[src/rtl/knn_dist_stream.sv]
// Multi-lane KNN distance engine: sweeps LANES training samples per cycle from a
// registered memory and streams per-lane L2-squared or L1 distances to a latched query.
module knn_dist_stream #(
  parameter int LANES   = 2,
  parameter int COORD_W = 8,
  parameter int CLASS_W = 2,
  parameter int ADDR_W  = 10
) (
  input  logic                                    clk,
  input  logic                                    reset,
  input  logic                                    start,
  input  logic                                    mode,
  input  logic [ADDR_W:0]                         num_samples,
  input  logic [COORD_W-1:0]                      x_in,
  input  logic [COORD_W-1:0]                      y_in,
  output logic                                    mem_en,
  output logic [ADDR_W-1:0]                       mem_addr,
  input  logic [LANES*(2*COORD_W+CLASS_W)-1:0]    mem_data,
  output logic                                    out_valid,
  output logic [LANES-1:0]                        out_mask,
  output logic [LANES*(2*COORD_W+3)-1:0]          out_dist,
  output logic [LANES*CLASS_W-1:0]                out_class,
  output logic [ADDR_W-1:0]                       out_index,
  output logic                                    busy,
  output logic                                    done,
  output logic [1:0]                              fsm_state
);

  localparam int SAMP_W = 2*COORD_W + CLASS_W;
  localparam int DIST_W = 2*COORD_W + 3;
  localparam int TERM_W = 2*COORD_W + 2;
  localparam int CW1    = COORD_W + 1;
  localparam int AW1    = ADDR_W + 1;

  typedef enum logic [1:0] {IDLE = 2'd0, RUN = 2'd1, DRAIN = 2'd2} state_t;

  // Handshake: a beat is presented when out_valid is high and is consumed in that
  // same cycle; there is no ready, so the consumer must take every beat.
  state_t state;

  logic [COORD_W-1:0] x_q, y_q;
  logic               mode_q;
  logic [ADDR_W:0]    num_q;

  logic               s0_v, s1_v, s2_v;
  logic [LANES-1:0]   s0_mask, s1_mask, s2_mask;
  logic [ADDR_W-1:0]  s0_idx, s1_idx, s2_idx;
  logic [CW1-1:0]     s1_dx [LANES];
  logic [CW1-1:0]     s1_dy [LANES];
  logic [CLASS_W-1:0] s1_cls [LANES];
  logic [TERM_W-1:0]  s2_a [LANES];
  logic [TERM_W-1:0]  s2_b [LANES];
  logic [CLASS_W-1:0] s2_cls [LANES];

  logic               last_read;
  logic [LANES-1:0]   rd_mask;
  logic [CW1-1:0]     d_x [LANES];
  logic [CW1-1:0]     d_y [LANES];
  logic [CLASS_W-1:0] t_cls [LANES];
  logic [CW1-1:0]     abs_x [LANES];
  logic [CW1-1:0]     abs_y [LANES];
  logic [TERM_W-1:0]  term_a [LANES];
  logic [TERM_W-1:0]  term_b [LANES];

  assign fsm_state = state;

  always_comb begin
    last_read = ({1'b0, mem_addr} + AW1'(LANES)) >= num_q;
    rd_mask   = '0;
    for (int i = 0; i < LANES; i++) begin
      // Lanes beyond num_samples (including those wrapping past memory end) are masked.
      rd_mask[i] = ({1'b0, mem_addr} + AW1'(i)) < num_q;
      d_x[i]   = {x_q[COORD_W-1], x_q}
               - {mem_data[i*SAMP_W + SAMP_W - 1], mem_data[i*SAMP_W + CLASS_W + COORD_W +: COORD_W]};
      d_y[i]   = {y_q[COORD_W-1], y_q}
               - {mem_data[i*SAMP_W + CLASS_W + COORD_W - 1], mem_data[i*SAMP_W + CLASS_W +: COORD_W]};
      t_cls[i] = mem_data[i*SAMP_W +: CLASS_W];
      abs_x[i] = s1_dx[i][COORD_W] ? (~s1_dx[i] + CW1'(1)) : s1_dx[i];
      abs_y[i] = s1_dy[i][COORD_W] ? (~s1_dy[i] + CW1'(1)) : s1_dy[i];
      term_a[i] = mode_q ? TERM_W'(abs_x[i]) : TERM_W'(abs_x[i]) * TERM_W'(abs_x[i]);
      term_b[i] = mode_q ? TERM_W'(abs_y[i]) : TERM_W'(abs_y[i]) * TERM_W'(abs_y[i]);
    end
  end

  always_ff @(posedge clk) begin
    if (reset) begin
      state    <= IDLE;
      mem_en   <= 1'b0;
      mem_addr <= '0;
      busy     <= 1'b0;
      done     <= 1'b0;
      x_q      <= '0;
      y_q      <= '0;
      mode_q   <= 1'b0;
      num_q    <= '0;
    end else begin
      done <= 1'b0;
      if (start) begin
        x_q      <= x_in;
        y_q      <= y_in;
        mode_q   <= mode;
        num_q    <= num_samples;
        mem_addr <= '0;
        busy     <= 1'b1;
        if (num_samples == '0) begin
          state  <= DRAIN;
          mem_en <= 1'b0;
        end else begin
          state  <= RUN;
          mem_en <= 1'b1;
        end
      end else begin
        case (state)
          RUN: begin
            if (last_read) begin
              mem_en <= 1'b0;
              state  <= DRAIN;
            end else begin
              mem_addr <= mem_addr + ADDR_W'(LANES);
            end
          end
          DRAIN: begin
            // The last beat sits in the output register this cycle; done follows it.
            if (!s0_v && !s1_v && !s2_v) begin
              state <= IDLE;
              busy  <= 1'b0;
              done  <= 1'b1;
            end
          end
          default: ;
        endcase
      end
    end
  end

  // Start flushes every stage so no beat of an aborted sweep escapes.
  always_ff @(posedge clk) begin
    if (reset || start) begin
      s0_v      <= 1'b0;
      s1_v      <= 1'b0;
      s2_v      <= 1'b0;
      s0_mask   <= '0;
      s1_mask   <= '0;
      s2_mask   <= '0;
      s0_idx    <= '0;
      s1_idx    <= '0;
      s2_idx    <= '0;
      out_valid <= 1'b0;
      out_mask  <= '0;
      out_dist  <= '0;
      out_class <= '0;
      out_index <= '0;
      for (int i = 0; i < LANES; i++) begin
        s1_dx[i]  <= '0;
        s1_dy[i]  <= '0;
        s1_cls[i] <= '0;
        s2_a[i]   <= '0;
        s2_b[i]   <= '0;
        s2_cls[i] <= '0;
      end
    end else begin
      s0_v      <= mem_en;
      s0_mask   <= mem_en ? rd_mask : '0;
      s0_idx    <= mem_addr;
      s1_v      <= s0_v;
      s1_mask   <= s0_mask;
      s1_idx    <= s0_idx;
      s2_v      <= s1_v;
      s2_mask   <= s1_mask;
      s2_idx    <= s1_idx;
      out_valid <= s2_v;
      out_mask  <= s2_mask;
      out_index <= s2_idx;
      for (int i = 0; i < LANES; i++) begin
        s1_dx[i]  <= d_x[i];
        s1_dy[i]  <= d_y[i];
        s1_cls[i] <= t_cls[i];
        s2_a[i]   <= term_a[i];
        s2_b[i]   <= term_b[i];
        s2_cls[i] <= s1_cls[i];
        out_dist[i*DIST_W +: DIST_W]   <= s2_mask[i] ? (DIST_W'(s2_a[i]) + DIST_W'(s2_b[i])) : '0;
        out_class[i*CLASS_W +: CLASS_W] <= s2_mask[i] ? s2_cls[i] : '0;
      end
    end
  end

endmodule

[config.mk]
export PLATFORM = sky130hd
export DESIGN_NAME = knn_dist_stream
export DESIGN_NICKNAME = d
export VERILOG_FILES = /design/src/rtl/knn_dist_stream.sv
export SDC_FILE = /design/constraint.sdc
export NUM_CORES = 1
export LEC_CHECK = 0
export CORE_MARGIN = 2
export CORE_UTILIZATION = 45
export CTS_BUF_LIST = sky130_fd_sc_hd__clkbuf_4 sky130_fd_sc_hd__clkbuf_8 sky130_fd_sc_hd__clkbuf_16
export CTS_CLUSTER_SIZE = 25
export DETAILED_ROUTE_END_ITERATION = 7
export DONT_BUFFER_PORTS = 1
export SKIP_LAST_GASP = 1
export SLEW_MARGIN = 15
export SYNTH_ARGS = -nofsm -noshare
export SYNTH_HDL_FRONTEND = slang
export SYNTH_SLANG_ARGS = --single-unit
[constraint.sdc]
create_clock -name clk -period 6.4 [get_ports clk]
set_input_delay 0.64 -clock clk [delete_from_list [all_inputs] [get_ports clk]]
set_output_delay 0.64 -clock clk [all_outputs]
set_load 0.005 [all_outputs]
==> results of run 1 <==
-- final cells by class --
type                       count  area (µm²)
sequential                   248        4970
tap                          546         683
clock buffer                  33         792
multi-input combinational   1609       13000
clock inverter                23         275
timing repair buffer          20         150
fill                        4130       21600
inverter                     331        1240
-- metal layers --
| layer | vias up | share of wire [%] | GRT usage, % | routed length, µm |
|---|---|---|---|---|
| li1 | 7379 | - | - | - |
| met4 | 0 | 2.4 | 5.46 | 1090 |
| met1 | 6924 | 45 | 26.6 | 20400 |
| met2 | 313 | 47 | 34.5 | 21000 |
| met5 | - | 0 | 0 | 0 |
| met3 | 65 | 5.8 | 4.54 | 2610 |
-- placed cells by master, fill, tap and decap left out, drive strengths merged, types with 13 or more instances in the layout --
cell type,n
inv,336
nor2,275
dfxtp,248
ha,225
fa,138
nand2,113
a21oi,96
o21ai,77
and2,69
xnor2,63
nor3,53
xor2,49
o21a,40
a21o,38
a211oi,37
mux2i,35
nand2b,34
clkbuf,33
nor2b,31
conb,21
nand3,20
buf,20
and3,18
o31ai,18
nor3b,13
or3,13
-- final timing paths --
check / cells past startpoint / slack [ns] / endpoint
worst min-delay path: 1 / 0.11 / y_q[0]
worst max-delay path: 20 / 0.40 / s2_a[0][34]
worst min register to register: 1 / 0.42 / s1_mask[0]
worst max register to register: 20 / 0.40 / s2_a[0][34]
-- report_power, final --
group	total [mW]	leakage, nW	switching [mW]	internal, mW
Combinational	1.25	7.74	0.743	0.506
Sequential	1.67	2.02	0.0564	1.61
Clock	1.77	0.515	0.731	1.04
-- flip-flops by register name, summed over array words and instances, names as in the netlist, 2 cells and up --
name	count
fsm_state	2
mem_addr	9
num_q	11
out_class	4
out_dist	38
out_index	9
out_mask	2
s0_idx	9
s0_mask	2
s1_cls	4
s1_dx	18
s1_dy	18
s1_idx	9
s1_mask	2
s2_a	36
s2_b	36
s2_cls	4
s2_idx	9
s2_mask	2
x_q	8
y_q	8
-- cells by family (layout without fill, tap and decap cells) --
kind of cell	Yosys count	after routing	synth area share [%]
buffers and inverters	386	407	7.59
adders and majority gates	363	363	28.8
and+or+nand+nor	676	676	16.8
xor gates and xnor gates	112	112	5.39
DFF	248	248	25.6
muxes	40	40	2.10
other	1	21	0.0193
AOI/OAI and AO/OA	397	397	13.8
-- worst register-to-register path: cells and delay by family, from the launching register on --
family                     cells  cell delay, ns
AOI/OAI and AO/OA              4            1.05
and+or+nand+nor                3            0.40
DFF                            1            0.50
xor gates and xnor gates       2            0.69
adders and majority gates      6            2.50
buffers and inverters          5            0.73
-- through the flow --
stage / total power [mW] / setup slack (ns)
floorplan: 2.67 / 0.948
global placement: 2.93 / 0.506
detailed placement: 2.95 / 0.439
CTS: 4.75 / 0.410
global route: 5.00 / 0.0187
finish: 4.69 / 0.401
==> run summary, run 1 <==
Relative to the synthesized area, the layout overhead comes to 9.04%. The final hold violation count is 0. Adding up every negative setup slack in the final design gives 0 ns. At the worst endpoint, the arrival time is 6.45 ns. By area the synthesized netlist is led by dfxtp_1 (26%), ha_1 (15%), fa_1 (14%).

The routed design has 45.1 mm of wire. The transition time at the pin with the least slew margin came out at 0.848 ns. The top achievable clock speed is 167 MHz. Buffers added to address setup during post-CTS repair amount to 0.

Dividing the detail-routed wire length by the instance count gives 16.1 µm. The tightest hold margin is 0.114 ns, and the number of cells after detailed placement is 2,754. In this run the core area contains 76 standard-cell rows.

The cell area power density was 222 mW/mm²; the total placed instance area was 0.0201 mm². The tools report the number of H-tree levels as 1. Once detail routing completed, the nets flagged for antenna violations numbered 0.

The synthesis-stage register bit count was 248; the maximum number of pins on one net before global-route repair was 75. Measured on the finished design, the core utilization comes to 49.4%. TritonCTS built the clock tree. The number of global-route vias before repair is 14,700. In this run the static leakage power is 10.3 nW. The yosys synthesis warning count was 0; the global-route wire length before repair was 74.0 mm. The initial antenna violation count was 1.

The congestion estimate from routability-driven global placement came to 0.904. The portion of the post-synthesis area used by sequential elements was 25.6%. The clock net sink count was 248. The logs give 0 for the number of max-slew violations in the final report and 0.59 ns for the latest clock arrival within the worst-skew pair. The floorplan step defined a die boundary enclosing 0.0448 mm². Setup repair after global routing left no endpoint under its margin.

The final number of setup-violating endpoints came out at 0. Dominant cell type by count on the critical path: inv_1. The worst setup path is launched from a register. The tree is rooted in a clkbuf_16. After global routing the overflow that remains totals 0. Across the run, the number of max-cap violations was 0. Core outline area: 0.0428 mm².

The count of antenna diodes in the layout is 0. The run finished with clean final reports. The worst setup path is captured at a register.

For the worst setup path, the data required time is 6.85 ns. The gate family responsible for the most delay along the worst path is adder cells. Counting flops with an async set or reset pin after synthesis yields a share of 0%. The number of gates resized after CTS was 0; the clock period minus final worst setup slack was 6.00 ns. On the critical path, the stage with the largest delay is an instance of fa_1. The number of buffers inserted by port buffering came out at 0.

The tools report the worst clock skew on the final layout as 0.0310 ns. In this run the worst path has a maximum fanout of 7. Vertical die dimension: 212 µm. Buffers inserted to repair hold after CTS numbered 0.

The setup path with the least slack is of type reg2reg. Among all cell types in the netlist, the one instantiated most often is inv_1. Ranked by instance count, the synthesized netlist is headed by inv_1 (327), nor2_1 (273), dfxtp_1 (248), ha_1 (225), fa_1 (138). The top-area cell type share of the netlist area was 25.6%; the number of enable-type register cells in the synthesized netlist was 0. The min-delay analysis places its worst path in the category in2reg.

Global routing consumed, over all layers together, 20.5% of the routing resources. For the top-level I/O count, the log shows 137. Buffers inserted during clock tree synthesis total 30. The tools report the post-synthesis instance area as 0.0194 mm².

The startpoint identified for the worst hold timing path is reset. Cells with a size suffix above 1 make up 5.34% of the layout. Synthesis produced a netlist whose cell count is 2,223. Among all flip-flop cells after synthesis, the most frequent one is dfxtp_1. In this run the critical register-to-register path is launched from s1_dx[0][9].

Dividing the final minimum period by the clock period gives 93.7%. After synthesis, the netlist uses 82 different library cells. The first detailed-routing pass took 5 iterations. For the initial standard-cell utilization of the core, the log shows 45.3%. The leading area contributor after synthesis was dfxtp_1. Walking the worst path, the cells encountered are inv_1 > ha_1 > nand2b_1 > xor2_1 > inv_1 > nand2_1 > fa_1 > inv_1 > fa_1 > inv_1 > fa_1 > fa_1 > inv_1 > ha_1 > o21a_1 > o31a_1 > o32a_1 > a311oi_1 > xor2_1 > nor2_1. The average instance in the mapped netlist occupies 8.73 µm².

The net count of the finished layout is 2,670. The tools report the tightest slew margin relative to the limit as 43.4%. The start point of the critical path is s1_dx[0][9]. In the routed design, unresolved DRC markers number 0.

The maximum clock path buffer count was 3; the x dimension of the die was 212 µm. Clock-pin slew was measured on the worst setup and hold paths at 0.07 ns. IR analysis of the VDD net gives a maximum drop of 0.200 mV. The post-route cell area is 0.0212 mm², and the number of standard cells in the layout, taps in and fillers out is 2,810. The final route contains 14,700 vias. After legalization and detailed placement, the total HPWL measured 36.1 mm. The DRC violation total after the first TritonRoute iteration came out at 641. Together, buffers and inverters on the worst path number 5. After detailed routing, the number of vias per cell comes to 5.22. The maximum single-stage delay on the critical path came out at 0.55 ns.
Power figures use the tool's default switching activity.
==> run 2, diff against run 1 <==
Settings changed: CAP_MARGIN set to 20.
==> results of run 2 <==
Final layout, timing and power as in run 1 (identical DEF).
==> run 3, diff against run 2 <==
Settings changed: REMOVE_ABC_BUFFERS set to 1.
==> run 3 against run 2 <==
  * Register-to-register slack improved by 0.13 ns
  * Sequential cell count unchanged
  * Non-clock buffer count unchanged
  * Die area unchanged
  * Routed wire length decreased by 2.2%
  * Utilization decreased by 0.33 points
  * Sequential share of layout area increased by 0.16 points
  * Global-route usage decreased by 0.49 points
  * Setup slack improved by 0.13 ns
  * Final cell count decreased by 0.25%
  * Fmax increased by 2.3%
  * Clock skew decreased by 0.020 ns
==> run summary, run 3 (synthesis gave the netlist of run 1 again) <==
The global routing usage on met2 is 32.8%. The number of global-route vias before repair is 14,700, and the arrival time reported for the critical path endpoint is 6.31 ns. For this block, the routed nets add up to 44.1 mm of wire. The library cells used most frequently in the layout, excluding fill and tap cells, are inv_1 (327), nor2_1 (272), dfxtp_1 (247), ha_1 (225), fa_1 (138).

The total overflow left after global routing is 0. The area of the multi-input gates was 0.0130 mm²; the number of CTS-inserted buffers was 27. The initial standard-cell utilization of the core is 45.3%. Dividing the detail-routed via count by the number of cells gives 5.19. Together, buffers and inverters on the worst path number 5. Static timing analysis puts the maximum clock frequency at 170 MHz. For the total placed instance area, the log shows 0.0201 mm².

In the final layout, the registers with the most flip-flops are out_dist x38, s2_a x36, s2_b x36. Global routing used 4.84% of the available met3 tracks. Across the VDD grid, the largest voltage drop is 0.212 mV. For this block, the initial DRC count from the detailed router was 693.

The maximum net fanout on the critical path was 9; the vertical die dimension was 212 µm. Setup violations remaining at the end of the flow were counted as 0. The clock period could shrink to 5.87 ns. The cell area power density was 215 mW/mm².

The core outline area came out at 0.0428 mm². The top-level I/O count came out at 137. The flow ran to the end, and the final reports show no timing, DRC or antenna violations.

The critical path goes through inv_1 > ha_1 > or3b_4 > o21ai_1 > xor2_1 > inv_2 > nand2_1 > inv_1 > fa_1 > fa_1 > fa_1 > inv_1 > fa_1 > inv_1 > ha_1 > or3_1 > o32a_1 > a311o_1 > xnor2_1 > nor2_1. The sequential cells in the finished layout cover a total of 0.00497 mm². For this run, the detailed router's first-pass iteration total came to 5. Buffers added to address setup during post-CTS repair amount to 0.

Number of nets at the end of the flow: 2,667. The die area was 0.0448 mm². OpenSTA, run right after detailed placement, puts the worst setup slack at 0.546 ns. In this run the worst hold path is classified as in2reg. The filler cells instantiated in the layout total 4,126. The number of buffers inserted by port buffering works out to 0. The initialized floorplan defines 76 standard-cell rows. Measured against its own limit, the worst slew margin works out to 31.5%. The sort of element at the end of the critical path is a register. Critical path startpoint category: a register. The run gives 0 as the number of max-slew violations in the final report.

TritonCTS built the clock tree. In this run the register-to-register setup slack is 0.53 ns. The post-route DRC violation count is 0, and the maximum single-stage delay on the critical path is 0.54 ns. The later pin in the worst-skew pair is clocked with a latency of 0.57 ns.

The worst setup slack after layout is 0.534 ns. The logs give 6.84 ns for the required time reported for the critical path endpoint and 76 for the maximum number of pins on one net before global-route repair. The sum of internal, switching and leakage power was 4.52 mW; the clock slew seen by the registers of the worst setup and hold paths was 0.06 ns. Compared with the post-synthesis result, the final layout area differs by 8.31%. In this design, the largest share of critical-path delay is due to adder cells.

Buffers inserted to repair hold after CTS numbered 0. For this run, global-route usage on met1 was measured as 26.8%. The routed length per placed instance is 15.7 µm. The congestion estimate from routability-driven global placement came to 0.880. In this run the static leakage power is 10.2 nW. The first global-routing pass estimated 72.9 mm of wire.

The most common library cell in the layout ignoring fill and taps was inv_1. In this run the deepest clock path goes through 3 buffers. Register with the most flip-flops: out_dist. After global routing, the most crowded layer is met2.

The detailed placement HPWL is 35.7 mm. The clock root buffer is clkbuf_16. The logs give 0 for the remaining antenna violation count and 14,500 for the total vias in the final route.

Clock tree synthesis found a total of 248 sinks. The number of gates resized after CTS is 0. The initial antenna violation count is 2. Global routing consumed, over all layers together, 20.0% of the routing resources. The transition time at the pin with the least slew margin came out at 1.02 ns.

The path type of the worst setup path is reg2reg. The register with the most flip-flops in the layout has 38 of them. Dividing the final minimum period by the clock period gives 91.7%.

The floorplan step set the die width to 212 µm. The post-route netlist has 5.01% of its cells at a drive strength greater than 1. For the final database, setup skew stands at 0.0113 ns.

For the number of H-tree levels, the log shows 1. The max-capacitance violation count was 0; the post-route cell area was 0.0210 mm². Setup repair after global routing left no endpoint under its margin.

The final hold violation count is 0. For this design, the slowest cell found on the critical path is fa_1. Setup total negative slack on the finished layout was measured at 0 ns.
[run 3: changes by cell type in the layout (fill, tap and decap cells not counted), sizes merged]
cell	delta
clkbuf	+4
inv	-5
clkinvlp	-4
buf	-1
diode	+1
clkinv	-2
[run 3: worst register-to-register path: stages (launching register included)]
cell and delay (ns):
dfxtp_1 0.38, inv_1 0.20, ha_1 0.23, or3b_4 0.42, o21ai_1 0.17, xor2_1 0.34
inv_2 0.17, nand2_1 0.14, inv_1 0.06, fa_1 0.47, fa_1 0.52, fa_1 0.54
inv_1 0.05, fa_1 0.53, inv_1 0.04, ha_1 0.24, or3_1 0.32, o32a_1 0.35
a311o_1 0.38, xnor2_1 0.14, nor2_1 0.05
[run 3: per-stage QoR]
| stage | util, % | instances | hold slack [ns] |
|---|---|---|---|
| after floorplan | - | 2188 | 0.406 |
| after global placement | 46.9 | 2753 | 0.407 |
| after detailed placement | 46.9 | 2753 | 0.411 |
| after CTS | 49.1 | 2801 | 0.117 |
| after global routing | 49.1 | 2803 | 0.124 |
| final | 49.1 | 2803 | 0.139 |
[run 3: metal layers]
layer | up-vias | part of all wire [%]
met5 | - | 0.029
met4 | 2 | 1.8
met3 | 50 | 6.4
met2 | 292 | 45
met1 | 6829 | 47
li1 | 7368 | -
[run 3: worst paths after layout]
| path | start | to | depth (start not counted) |
|---|---|---|---|
| min reg2reg | s0_idx[3] | s1_idx[3] | 1 |
| max | s1_dy[0][9] | s2_b[0][34] | 20 |
| min | reset | mode_q | 1 |
| max reg2reg | s1_dy[0][9] | s2_b[0][34] | 20 |
[run 3: where the power goes]
part	leakage, nW	total (mW)	internal [mW]	switching [mW]
Clock	0.471	1.60	0.969	0.634
Sequential	2.02	1.67	1.61	0.0562
Combinational	7.74	1.25	0.505	0.743
[run 3: cell type report]
type	count	area share, %
diodes	1	0.0119
clock buffers	36	3.69
clock inverters	12	0.715
inverters	331	5.91
multi-input cells	1609	62.1
flip-flops and latches	248	23.6
well taps	546	3.25
repair buffers	20	0.703
